--- src/rtl/mem_line_adapter_if.sv ---
// rtl/mem_line_adapter_if.sv - req/ack main-memory beat port between mem_line_adapter and memory
interface mem_line_adapter_if #(
    parameter int ADDR_W = 32,
    parameter int WORD_W = 32
);
    logic              ext_req;
    logic              ext_we;
    logic [ADDR_W-1:0] ext_addr;
    logic [WORD_W-1:0] ext_wdata;
    logic [WORD_W-1:0] ext_rdata;
    logic              ext_ack;

    modport master (
        output ext_req,
        output ext_we,
        output ext_addr,
        output ext_wdata,
        input  ext_rdata,
        input  ext_ack
    );

    modport slave (
        input  ext_req,
        input  ext_we,
        input  ext_addr,
        input  ext_wdata,
        output ext_rdata,
        output ext_ack
    );
endinterface

--- src/rtl/mem_line_adapter.sv ---
// rtl/mem_line_adapter.sv - cache line fill/writeback burst adapter onto a req/ack memory port
// Optional per-beat ack timeout with error/ERR state when MEM_TIMEOUT_EN is defined.
module mem_line_adapter #(
    parameter int ADDR_W     = 32,
    parameter int WORD_W     = 32,
    parameter int LINE_WORDS = 8,
    parameter int TIMEOUT    = 255
) (
    input  logic                         clk,
    input  logic                         rst,
    input  logic                         mem_read,
    input  logic                         mem_write,
    input  logic [ADDR_W-1:0]            line_addr,
    input  logic [WORD_W*LINE_WORDS-1:0] wb_line,
    output logic [WORD_W*LINE_WORDS-1:0] fill_line,
    output logic                         ca_resp,
    output logic                         busy,
    output logic                         error,
    mem_line_adapter_if.master           mem
);

    localparam int BPW    = WORD_W / 8;
    localparam int OFF    = $clog2(LINE_WORDS * BPW);
    localparam int BEAT_W = $clog2(LINE_WORDS);
    localparam logic [ADDR_W-1:0] OFF_MASK = ADDR_W'((64'd1 << OFF) - 64'd1);

`ifdef MEM_TIMEOUT_EN
    localparam int TO_W = $clog2(TIMEOUT + 1);
    typedef enum logic [1:0] {S_IDLE, S_XFER, S_DONE, S_ERR} state_t;
    logic [TO_W-1:0] to_cnt;
`else
    typedef enum logic [1:0] {S_IDLE, S_XFER, S_DONE} state_t;
`endif

    state_t                         state;
    logic [BEAT_W-1:0]              beat;
    logic [BEAT_W-1:0]              next_beat;
    logic                           last_beat;
    logic [ADDR_W-1:0]              base_addr;
    logic [ADDR_W-1:0]              next_addr;
    logic [WORD_W-1:0]              next_wdata;
    logic [WORD_W*LINE_WORDS-1:0]   wb_buf;
    logic                           any_req;

    assign any_req    = mem_read || mem_write;
    assign next_beat  = beat + 1'b1;
    assign last_beat  = (beat == BEAT_W'(LINE_WORDS - 1));
    // Line base is aligned, so the beat offset never carries into the line address bits.
    assign next_addr  = base_addr + ADDR_W'(int'(next_beat) * BPW);
    assign next_wdata = wb_buf[int'(next_beat)*WORD_W +: WORD_W];

    always_ff @(posedge clk or negedge rst) begin
        if (!rst) begin
            state         <= S_IDLE;
            beat          <= '0;
            base_addr     <= '0;
            wb_buf        <= '0;
            fill_line     <= '0;
            ca_resp       <= 1'b0;
            busy          <= 1'b0;
            error         <= 1'b0;
            mem.ext_req   <= 1'b0;
            mem.ext_we    <= 1'b0;
            mem.ext_addr  <= '0;
            mem.ext_wdata <= '0;
`ifdef MEM_TIMEOUT_EN
            to_cnt        <= '0;
`endif
        end else begin
            ca_resp <= 1'b0;
            error   <= 1'b0;
            case (state)
                S_IDLE: begin
                    if (mem_read && mem_write) begin
                        error <= 1'b1;
                    end else if (any_req) begin
                        base_addr    <= line_addr & ~OFF_MASK;
                        mem.ext_addr <= line_addr & ~OFF_MASK;
                        mem.ext_we   <= mem_write;
                        mem.ext_req  <= 1'b1;
                        busy         <= 1'b1;
                        beat         <= '0;
                        state        <= S_XFER;
                        if (mem_write) begin
                            wb_buf        <= wb_line;
                            mem.ext_wdata <= wb_line[WORD_W-1:0];
                        end
                    end
                end
                S_XFER: begin
                    if (any_req) error <= 1'b1;
                    if (mem.ext_ack) begin
                        if (!mem.ext_we) fill_line[int'(beat)*WORD_W +: WORD_W] <= mem.ext_rdata;
`ifdef MEM_TIMEOUT_EN
                        to_cnt <= '0;
`endif
                        if (last_beat) begin
                            mem.ext_req <= 1'b0;
                            ca_resp     <= 1'b1;
                            state       <= S_DONE;
                        end else begin
                            beat          <= next_beat;
                            mem.ext_addr  <= next_addr;
                            mem.ext_wdata <= next_wdata;
                        end
                    end
`ifdef MEM_TIMEOUT_EN
                    else if (to_cnt == TO_W'(TIMEOUT - 1)) begin
                        mem.ext_req <= 1'b0;
                        error       <= 1'b1;
                        ca_resp     <= 1'b1;
                        state       <= S_ERR;
                    end else begin
                        to_cnt <= to_cnt + 1'b1;
                    end
`endif
                end
                S_DONE: begin
                    if (any_req) error <= 1'b1;
                    busy  <= 1'b0;
                    beat  <= '0;
                    state <= S_IDLE;
                end
`ifdef MEM_TIMEOUT_EN
                S_ERR: begin
                    if (any_req) error <= 1'b1;
                    busy   <= 1'b0;
                    beat   <= '0;
                    to_cnt <= '0;
                    state  <= S_IDLE;
                end
`endif
                default: state <= S_IDLE;
            endcase
        end
    end

endmodule

--- src/flat_wrapper.sv ---
// flat-port wrapper written by rule: the top's interface ports become plain ports
module mem_line_adapter_flat 
#(
    parameter int ADDR_W     = 32,
    parameter int WORD_W     = 32,
    parameter int LINE_WORDS = 8,
    parameter int TIMEOUT    = 255
)
  (clk, rst, mem_read, mem_write, line_addr, wb_line, fill_line, ca_resp, busy, error, mem_ext_req, mem_ext_we, mem_ext_addr, mem_ext_wdata, mem_ext_rdata, mem_ext_ack);
  mem_line_adapter_if #(.ADDR_W(ADDR_W), .WORD_W(WORD_W)) mem_i ();
  input  logic clk;
  input  logic rst;
  input  logic mem_read;
  input  logic mem_write;
  input  logic [ADDR_W-1:0] line_addr;
  input  logic [WORD_W*LINE_WORDS-1:0] wb_line;
  output logic [WORD_W*LINE_WORDS-1:0] fill_line;
  output logic ca_resp;
  output logic busy;
  output logic error;
  output wire logic [$bits(mem_i.ext_req)-1:0] mem_ext_req;
  output wire logic [$bits(mem_i.ext_we)-1:0] mem_ext_we;
  output wire logic [$bits(mem_i.ext_addr)-1:0] mem_ext_addr;
  output wire logic [$bits(mem_i.ext_wdata)-1:0] mem_ext_wdata;
  input wire logic [$bits(mem_i.ext_rdata)-1:0] mem_ext_rdata;
  input wire logic [$bits(mem_i.ext_ack)-1:0] mem_ext_ack;
  assign mem_ext_req = mem_i.ext_req;
  assign mem_ext_we = mem_i.ext_we;
  assign mem_ext_addr = mem_i.ext_addr;
  assign mem_ext_wdata = mem_i.ext_wdata;
  assign mem_i.ext_rdata = mem_ext_rdata;
  assign mem_i.ext_ack = mem_ext_ack;
  mem_line_adapter #(.ADDR_W(ADDR_W), .WORD_W(WORD_W), .LINE_WORDS(LINE_WORDS), .TIMEOUT(TIMEOUT)) u_core (.clk(clk), .rst(rst), .mem_read(mem_read), .mem_write(mem_write), .line_addr(line_addr), .wb_line(wb_line), .fill_line(fill_line), .ca_resp(ca_resp), .busy(busy), .error(error), .mem(mem_i));
endmodule
--- config.mk ---
export PLATFORM = sky130hd
export DESIGN_NAME = mem_line_adapter_flat
export DESIGN_NICKNAME = d
export VERILOG_FILES = /design/src/rtl/mem_line_adapter_if.sv /design/src/rtl/mem_line_adapter.sv /design/src/flat_wrapper.sv
export SDC_FILE = /design/constraint.sdc
export NUM_CORES = 1
export LEC_CHECK = 0
export ABC_AREA = 1
export CORE_ASPECT_RATIO = 0.9
export CORE_MARGIN = 3
export CORE_UTILIZATION = 42
export DETAILED_ROUTE_END_ITERATION = 6
export PLACE_DENSITY = 0.7
export SLEW_MARGIN = 10
export SYNTH_ARGS = -nofsm -noshare
export SYNTH_HDL_FRONTEND = slang
export SYNTH_SLANG_ARGS = --single-unit
--- constraint.sdc ---
create_clock -name clk -period 5.4 [get_ports clk]
set_clock_uncertainty 0.2 [all_clocks]
set_input_delay 1.08 -clock clk [delete_from_list [all_inputs] [get_ports clk]]
set_output_delay 1.08 -clock clk [all_outputs]
set_load 0.02 [all_outputs]
==> results.md <==
* Largest net degree at the start of global routing at 245
* # Post-CTS Setup Buffers at 0
* Vias per cell at 4.90
* Startpoint Class: flip-flop
* Die Area at 0.0668 sq mm
* Num Clock Sinks at 611
* Worst slew pin tran at 1050 ps
* Initial antenna violation count at 14
* Min-delay worst type: reg -> reg
* Pwr dens at 491 mW/mm^2
* Clock root buffer: clkbuf_16
* Max Buffers Root-to-Sink at 3
* RSZ-0062 raised after global routing: false
* Worst Path Required at 5640 ps
* Die W at 272 microns
* Critical Path AT at 3760 ps
* Worst-path fanout max at 36
* Final-report setup violation count at 0
* PortBufs at 642
* Leak at 17.8 nW
* Synthesis Warnings at 0
* Worst Hold Depth at 2
* Area growth syn-to-layout at 35.2%
* Area of the core at 0.0628 sq mm
* Number of placement rows at 87
* Post-Syn Area per Cell at 7.99 sq um
* Max_slew headroom at 0.296
* Synthesized area at 0.0268 sq mm
* FF+latch count, synth at 611
* Initial Util at 0.426
* Seq/Total Area, Yosys at 0.571
* Drt total wl at 90,600 microns
* Final net count at 4,244
* Post-CTS Resized at 0
* Post-DP HPWL at 64,600 microns
* Gr usage total at 0.268
* GP Congestion at 0.898
* Share of layout cells above drive strength 1 at 0.0447
* Clk Latency, worst-skew pair at 600 ps
* Worst setup margin at 1890 ps
* Synth Instances at 3,349
* Vias in the first global route at 22,200
* CP Capture Type: flip-flop
* CTS tree: done
* Layout Utilization at 0.576
* IR drop worst, VDD at 0.320 mV
* Post-Route Setup TNS at 0 ps
* Top Ports at 650
* Tmin final at 3510 ps
* WS Path Type: reg -> reg
* Final hold viol count at 0
* First-pass GRT wire length at 137,000 microns
* Status: complete, no violations
* Worst slack at placement at 1690 ps
* Via count at 23,600
* DR iter-0 viols at 2,132
* Crit share post-route at 0.650
* Htree depth at 3
* Die height at 245 microns
* Max-capacitance violation count at 0
* Clock transition at path regs at 60 ps
* WL per Instance at 18.8 microns
* Hold_buf cts at 0
* GRT overflow at 0
* Max Freq at 0.285 GHz
* Fillcell total at 5,691
* DR DRC count at 0
* Drt pass-1 iters at 6
* TritonCTS Buffers at 68
* Worst r2r path cells at 9
* Antenna-violating nets left at 0
* Max-slew violation count at 0
* Synth unique cells at 25
-- worst max-delay path, cell delays in order (launching register included) --
cell and delay, ps:
dfrtp_4 640, inv_4 110, ha_2 280, inv_2 590, nand2_1 280, nor3_4 160
buf_4 410, inv_2 410, nand2_1 140, o21ai_0 90
-- synthesized netlist by cell type (all sizes together) --
cell type | number | share of area
nand2 | 978 | 0.14
dfrtp | 611 | 0.57
inv | 457 | 0.064
nor2 | 330 | 0.047
o21ai | 330 | 0.062
a21oi | 224 | 0.042
nand3 | 204 | 0.039
clkbuf | 123 | 0.017
buf | 72 | 0.014
ha | 9 | 0.0042
nor3 | 7 | 0.0021
conb | 1 | 0.00014
mux2 | 1 | 0.00042
o21a | 1 | 0.00028
or2 | 1 | 0.00023
-- layout by cell type (no fill, tap or decap), types with 14 or more instances in the layout --
master,instances
diode_2,14
clkbuf_8,19
nand3_1,200
o21ai_0,265
inv_1,450
nor2_1,325
clkdlybuf4s50_1,641
dfrtp_1,610
nand2_1,975
o21ai_1,65
clkbuf_16,71
buf_4,35
a21oi_1,224
-- layer usage --
| layer | routed length (microns) | global-route usage |
|---|---|---|
| met5 | 0 | 0 |
| met4 | 4090 | 0.114 |
| met3 | 6770 | 0.0609 |
| met2 | 40400 | 0.405 |
| met1 | 39400 | 0.372 |
-- layout make-up --
class	count	area [sq um]	area share
Clock inverter	17	169	0.00467
Sequential cell	611	15300	0.423
Clock buffer	102	2080	0.0576
Inverter	457	1720	0.0475
Multi-Input combinational cell	2087	8980	0.248
Timing Repair Buffer	685	6850	0.189
Antenna cell	14	35.0	0.000968
Tap cell	845	1060	0.0292
-- worst paths after layout --
kind                       slack (ps)                   from               endpoint
max                              1890         u_core.beat[0]  u_core.fill_line[241]
min                               270  u_core.fill_line[120]  u_core.fill_line[120]
max reg2reg                      1890         u_core.beat[0]  u_core.fill_line[241]
min reg2reg                       270  u_core.fill_line[120]  u_core.fill_line[120]
max in group asynchronous        3590                    rst      u_core.wb_buf[62]
min in group asynchronous         320                    rst     u_core.wb_buf[166]
-- flip-flops by register name, summed over array words and instances, names as in the netlist --
signal                cells
u_core.mem.ext_we         1
u_core.base_addr         27
u_core.busy               1
u_core.error              1
u_core.beat               3
u_core.fill_line        256
u_core.mem.ext_req        1
u_core.ca_resp            1
u_core.state              2
u_core.wb_buf           256
u_core.mem.ext_addr      30
u_core.mem.ext_wdata     32
-- report_power, final --
group          total [mW]  switching, mW  internal (mW)
clock network        4.65           1.88           2.76
registers            6.63          0.588           6.04
logic                6.50           4.25           2.25
-- through the flow --
step	instances	instance area (sq um)	total power, mW	hold WS [ps]
finish	4818	36200	17.8	270
floorplan	3350	26800	10.6	253
CTS	4804	36200	17.9	274
global placement	4685	33900	13.0	253
global route	4817	36200	19.0	283
detailed placement	4685	33900	13.2	262
-- cells by family (layout without fill, tap and decap cells) --
logic type               after synthesis  in the layout  synth area share
multiplexers                           1              1          0.000421
buffers and inverters                652           1261            0.0954
adder cells (fa/ha/maj)                9              9           0.00421
flip-flops                           611            611             0.571
other                                  1             16          0.000140
AND/OR/NAND/NOR                     1520           1520             0.225
AO/OA/AOI/OAI                        555            555             0.104
(Power assumes the default switching activity.)
